[src/rtl/shift_mix_stage.sv]
// -----------------------------------------------------------------------------
// shift_mix_stage
//
// Registered AES round stage that sits between SubBytes and AddRoundKey.
// It applies ShiftRows to the incoming state and then MixColumns, unless the
// beat is tagged as the final round. The result is registered and handed on
// through a valid/ready handshake. This stage breaks the long combinational
// path SubBytes -> ShiftRows -> MixColumns -> AddRoundKey and carries
// backpressure from downstream to upstream.
//
// Build option:
//   SHIFT_MIX_STAGE_SKID_EN  When defined, a second (skid) register is added.
//                            in_ready then comes from a flop ("skid empty")
//                            and has no combinational path from out_ready.
//                            The stage holds up to 2 beats.
//                            When undefined, there is a single register.
//                            in_ready = !full || out_ready, and the stage
//                            holds 1 beat.
//
// Ports:
//   clk        rising-edge clock
//   rst        synchronous, active-high reset
//   in_valid   upstream beat valid
//   in_ready   stage can accept a beat this cycle
//   in_state   substituted state from SubBytes, byte = in_state[col][row]
//   in_round   round tag of the beat (ROUND_W bits)
//   in_last    final round: bypass MixColumns
//   out_valid  result beat valid
//   out_ready  downstream accepts
//   out_state  transformed state, same [col][row] indexing
//   out_round  round tag, passed through unchanged
//   out_last   last flag, passed through unchanged
// -----------------------------------------------------------------------------
module shift_mix_stage #(
  parameter int ROUND_W = 4
) (
  input  logic                     clk,
  input  logic                     rst,
  input  logic                     in_valid,
  output logic                     in_ready,
  input  logic [3:0][3:0][7:0]     in_state,
  input  logic [ROUND_W-1:0]       in_round,
  input  logic                     in_last,
  output logic                     out_valid,
  input  logic                     out_ready,
  output logic [3:0][3:0][7:0]     out_state,
  output logic [ROUND_W-1:0]       out_round,
  output logic                     out_last
);

  typedef logic [3:0][3:0][7:0] state_t;
  typedef logic [3:0][7:0]      column_t;

  // ---------------------------------------------------------------------------
  // GF(2^8) helpers
  // ---------------------------------------------------------------------------

  // Multiply by 2 modulo the AES polynomial x^8 + x^4 + x^3 + x + 1.
  function automatic logic [7:0] xtime(input logic [7:0] x);
    return {x[6:0], 1'b0} ^ (x[7] ? 8'h1b : 8'h00);
  endfunction

  function automatic logic [7:0] mul3(input logic [7:0] x);
    return xtime(x) ^ x;
  endfunction

  // Row r rotates left by r columns: sr[c][r] = s[(c + r) mod 4][r].
  // The 2-bit source index wraps naturally, which gives the mod 4.
  function automatic state_t shift_rows(input state_t s);
    state_t     sr;
    logic [1:0] src;
    for (int c = 0; c < 4; c++) begin
      for (int r = 0; r < 4; r++) begin
        src      = 2'(c + r);
        sr[c][r] = s[src][r];
      end
    end
    return sr;
  endfunction

  function automatic column_t mix_column(input column_t s);
    column_t o;
    o[0] = xtime(s[0]) ^ mul3(s[1])  ^ s[2]        ^ s[3];
    o[1] = s[0]        ^ xtime(s[1]) ^ mul3(s[2])  ^ s[3];
    o[2] = s[0]        ^ s[1]        ^ xtime(s[2]) ^ mul3(s[3]);
    o[3] = mul3(s[0])  ^ s[1]        ^ s[2]        ^ xtime(s[3]);
    return o;
  endfunction

  function automatic state_t mix_columns(input state_t s);
    state_t m;
    for (int c = 0; c < 4; c++) begin
      m[c] = mix_column(s[c]);
    end
    return m;
  endfunction

  // ---------------------------------------------------------------------------
  // Input side: full transform of the incoming beat
  // ---------------------------------------------------------------------------
  state_t sr_state;
  state_t xf_state;

  always_comb begin
    sr_state = shift_rows(in_state);
    xf_state = in_last ? sr_state : mix_columns(sr_state);
  end

  // ---------------------------------------------------------------------------
  // Main output register
  // ---------------------------------------------------------------------------
  logic               full_q,  full_d;
  state_t             state_q, state_d;
  logic [ROUND_W-1:0] round_q, round_d;
  logic               last_q,  last_d;

  logic in_xfer;
  logic out_xfer;

  // While rst is high, out_valid is forced low so that no output transfer
  // can happen in that cycle.
  assign out_valid = full_q && !rst;
  assign out_state = state_q;
  assign out_round = round_q;
  assign out_last  = last_q;

  assign out_xfer  = out_valid && out_ready;
  assign in_xfer   = in_valid && in_ready;

`ifdef SHIFT_MIX_STAGE_SKID_EN

  // ---------------------------------------------------------------------------
  // Skid register: catches the beat that arrives in the cycle when the main
  // register is stalled. It only fills while the main register is full, and
  // it drains into the main register on the next output transfer.
  // ---------------------------------------------------------------------------
  logic               skid_full_q,  skid_full_d;
  state_t             skid_state_q, skid_state_d;
  logic [ROUND_W-1:0] skid_round_q, skid_round_d;
  logic               skid_last_q,  skid_last_d;

  // in_ready comes straight from a flop. The only other term is the reset
  // gate, which holds it low while rst is high.
  assign in_ready = !skid_full_q && !rst;

  always_comb begin
    full_d       = full_q;
    state_d      = state_q;
    round_d      = round_q;
    last_d       = last_q;
    skid_full_d  = skid_full_q;
    skid_state_d = skid_state_q;
    skid_round_d = skid_round_q;
    skid_last_d  = skid_last_q;

    if (!full_q || out_xfer) begin
      // Main register is free this edge. The oldest beat moves in first:
      // the skid contents if there are any, otherwise the new beat.
      // in_ready is low while the skid is full, so both cannot compete.
      if (skid_full_q) begin
        full_d      = 1'b1;
        state_d     = skid_state_q;
        round_d     = skid_round_q;
        last_d      = skid_last_q;
        skid_full_d = 1'b0;
      end else if (in_xfer) begin
        full_d  = 1'b1;
        state_d = xf_state;
        round_d = in_round;
        last_d  = in_last;
      end else begin
        full_d  = 1'b0;
      end
    end else if (in_xfer) begin
      // Main register is stalled, so the arriving beat parks in the skid.
      skid_full_d  = 1'b1;
      skid_state_d = xf_state;
      skid_round_d = in_round;
      skid_last_d  = in_last;
    end
  end

  always_ff @(posedge clk) begin
    if (rst) begin
      skid_full_q  <= 1'b0;
      skid_state_q <= '0;
      skid_round_q <= '0;
      skid_last_q  <= 1'b0;
    end else begin
      skid_full_q  <= skid_full_d;
      skid_state_q <= skid_state_d;
      skid_round_q <= skid_round_d;
      skid_last_q  <= skid_last_d;
    end
  end

`else

  // Single register: backpressure passes straight through to upstream.
  assign in_ready = (!full_q || out_ready) && !rst;

  always_comb begin
    full_d  = full_q;
    state_d = state_q;
    round_d = round_q;
    last_d  = last_q;

    // A simultaneous load and unload keeps full set and takes the new beat.
    if (in_xfer) begin
      full_d  = 1'b1;
      state_d = xf_state;
      round_d = in_round;
      last_d  = in_last;
    end else if (out_xfer) begin
      full_d  = 1'b0;
    end
  end

`endif

  // ---------------------------------------------------------------------------
  // Main register update. Data is cleared on reset so the output reads zero.
  // ---------------------------------------------------------------------------
  always_ff @(posedge clk) begin
    if (rst) begin
      full_q  <= 1'b0;
      state_q <= '0;
      round_q <= '0;
      last_q  <= 1'b0;
    end else begin
      full_q  <= full_d;
      state_q <= state_d;
      round_q <= round_d;
      last_q  <= last_d;
    end
  end

endmodule

[config.mk]
export PLATFORM = sky130hd
export DESIGN_NAME = shift_mix_stage
export DESIGN_NICKNAME = d
export VERILOG_FILES = /design/src/rtl/shift_mix_stage.sv
export SDC_FILE = /design/constraint.sdc
export NUM_CORES = 1
export LEC_CHECK = 0
export CAP_MARGIN = 20
export CORE_MARGIN = 5
export CORE_UTILIZATION = 30
export CTS_CLUSTER_SIZE = 16
export DETAILED_ROUTE_END_ITERATION = 10
export GPL_ROUTABILITY_DRIVEN = 0
export SLEW_MARGIN = 5
export SYNTH_ARGS = -nofsm -noshare
export SYNTH_HDL_FRONTEND = slang
export SYNTH_SLANG_ARGS = --single-unit
export TNS_END_PERCENT = 50
[constraint.sdc]
create_clock -name clk -period 2.4 [get_ports clk]
set_input_delay 0.24 -clock clk [delete_from_list [all_inputs] [get_ports clk]]
set_output_delay 0.24 -clock clk [all_outputs]
set_load 0.02 [all_outputs]
==> run metrics <==
status finished, final reports clean; most common cell after layout, fill and taps aside clkdlybuf4s50_1; Clock Tree Root clkbuf_16; Netlist Area Pre-Place 11000 sq um; Vias/cell 4.75; Synth Register Bits 134; vias in the first global route 8815; multi-input logic area 7880 sq um; required time worst endpoint 2.16 ns; Core Rows 70; final hold vios 0; grt met3 use 4.30%; die area 40500 sq um; origin of the critical flop-to-flop path full_q; Hold Path Origin in_last; H-tree depth 4; worst min path class input port to register; synth warn 0; r2r endpoint out_state[74]; post-synthesis cell type with the largest combined area xnor3_1; Rel. slew slack 39.0%; worst skew pair latency 0.44 ns; hpwl dp 24200 microns; most frequent cells in the layout clkdlybuf4s50_1 (269), nor2_1 (151), dfxtp_1 (134); FILL cells 3509; CTS Hold Buffers Added 0; asr flop ratio synth 0%; critical path class register to output pin; Vias 8354; Netlist cell types 30; maximum clock frequency 0.507 GHz; Final ANT Viol Nets 0; syn_nets 1174; final slew viol count 0; Top Ports 272; WHS Path Cells 3; CTS tree built; Nets 1415; met2 usage 26.9%; Worst VDD drop 0.498 mV; Initial DRT Pass Iterations 5; CP delay by family, top buffers and inverters; Fin Setup TNS 0 ns; initial antenna violation count 0; DRT Wirelength 32400 microns; met1 usage 20.4%; Syn Inst Count 1037; first-pass GRT wire length 51500 microns; 1st-iter DRT viols 307; Slew @ Worst Pin 0.915 ns; Tot GR Track Use 15.9%; CP Launch Type register; post-synthesis sequential area ratio 24.5%; synth top area cells xnor3_1 (27%), dfxtp_1 (24%), mux2i_1 (8.7%), xnor2_1 (8.1%), a211oi_1 (5.6%); DR WL/cell 18.5 microns; setup violators final 0; largest net degree at the start of global routing 73; final instance area 15000 sq um; worst clock skew 0.00584 ns; RSZ-0062 raised after global routing false; Crit Path Max Fanout 4; Reg area 2680 sq um; Antenna Cells 0; number of synthesized flops with an enable pin 0; crit-path cells nor2b_1 -> nor2_1 -> clkdlybuf4s50_1; share of layout cells above drive strength 1 8.37%; Hold Path Sink out_last; Layout area overhead 36.5%; post-CTS setup buffer count 0; clock slew at reported path FFs 0.06 ns; WP buf/inv 1; Max Cap Viol 0; Static Leak 6.61 nW; final period utilization 82.1%; PwrDens 577 nW/um^2; Die Width 201 microns; clk sinks 134; Worst Path Arrival 1.73 ns; r2r setup slk 0.60 ns; syn_area_per_cell 10.6 sq um; Max Root-Sink Buffers 2; share of the synthesized area in the top cell type 26.9%; final worst path period need 1.97 ns; Core ar. 36300 sq um; Top FF cell, synth dfxtp_1; CP max-delay cell clkdlybuf4s50_1; input/output buffers 271; post-placement cell area 14400 sq um; Die Height 201 microns; post-CTS sizing 0; R2R depth 6; CTS Buf Count 17; DRC Markers 0; Initial Util 30.2%; GRT overflow 0; GR peak layer met2; Worst path max stage delay 0.55 ns; Critical Path End Type output pin
## cells by family after synthesis
| group | count (synthesis) | share of synthesized area, % |
|---|---|---|
| buffers and inverters | 104 | 3.73 |
| xor gates and xnor gates | 291 | 42.2 |
| and+or+nand+nor | 261 | 9.92 |
| AOI/OAI and AO/OA | 152 | 11.0 |
| muxes | 95 | 8.68 |
| DFF | 134 | 24.5 |
## synthesized netlist by cell type, types with 14 or more instances
cell and count:
nor2_1 151, dfxtp_1 134, xnor3_1 131, xnor2_1 101, mux2i_1 95, clkbuf_1 85
a211oi_1 82, nand2_1 67, a311oi_1 41, xor2_1 38, nor2b_1 23, o21a_1 19
buf_2 14
## power by group
part           leakage, nW  internal [W]  total [W]  switching, W
Combinational         5.22       0.00196    0.00343       0.00147
Sequential            1.11       0.00241    0.00252      0.000109
Clock                0.288       0.00162    0.00268       0.00106
Total                 6.61       0.00600    0.00864       0.00264
## registers in the layout (all words and copies together) (netlist names)
| signal | count |
|---|---|
| out_round | 4 |
| out_last | 1 |
| out_state | 128 |
| full_q | 1 |
## worst max path at each step
stage | from | end | cells past startpoint
finish | full_q | in_ready | 3
global route | full_q | in_ready | 3
CTS | full_q | in_ready | 3
detailed placement | in_state[63] | out_state[83] | 5
global placement | in_state[7] | out_state[3] | 5
floorplan | full_q | out_state[100] | 6
## layer usage
layer  wire length, microns  vias up
met2                  15600      197
met1                  14700     4039
met4                    352        0
li1                       -     4095
met3                   1780       23
met5                      0        -
## worst register-to-register path, cell delays in order (launching register included)
cell and delay [ns]:
dfxtp_1 0.30, nor2b_1 0.18, nor3b_2 0.39, buf_12 0.27, buf_12 0.23, nor2_1 0.07, a311oi_1 0.26
## per-stage QoR
step / std cells / power, W / utilization (%) / setup slack, ns / hold slack [ns]
2_1_floorplan: 1037 / 0.00486 / - / 0.753 / 0.349
3_5_place_dp: 1727 / 0.00603 / 39.5 / 0.160 / 0.468
5_1_grt: 1758 / 0.00910 / 41.1 / 0.320 / 0.264
4_1_cts: 1758 / 0.00878 / 41.1 / 0.385 / 0.212
3_3_place_gp: 1727 / 0.00601 / 39.5 / 0.207 / 0.463
6_report: 1758 / 0.00864 / 41.1 / 0.428 / 0.232
## final cells by class
type	count	share of cell area [%]
clock buffers	22	3.24
clock inverters	9	0.669
multi-input cells	799	52.7
flip-flops and latches	134	17.9
well taps	468	3.92
repair buffers	326	21.6
Note: power is estimated with default switching activity, not from simulation.
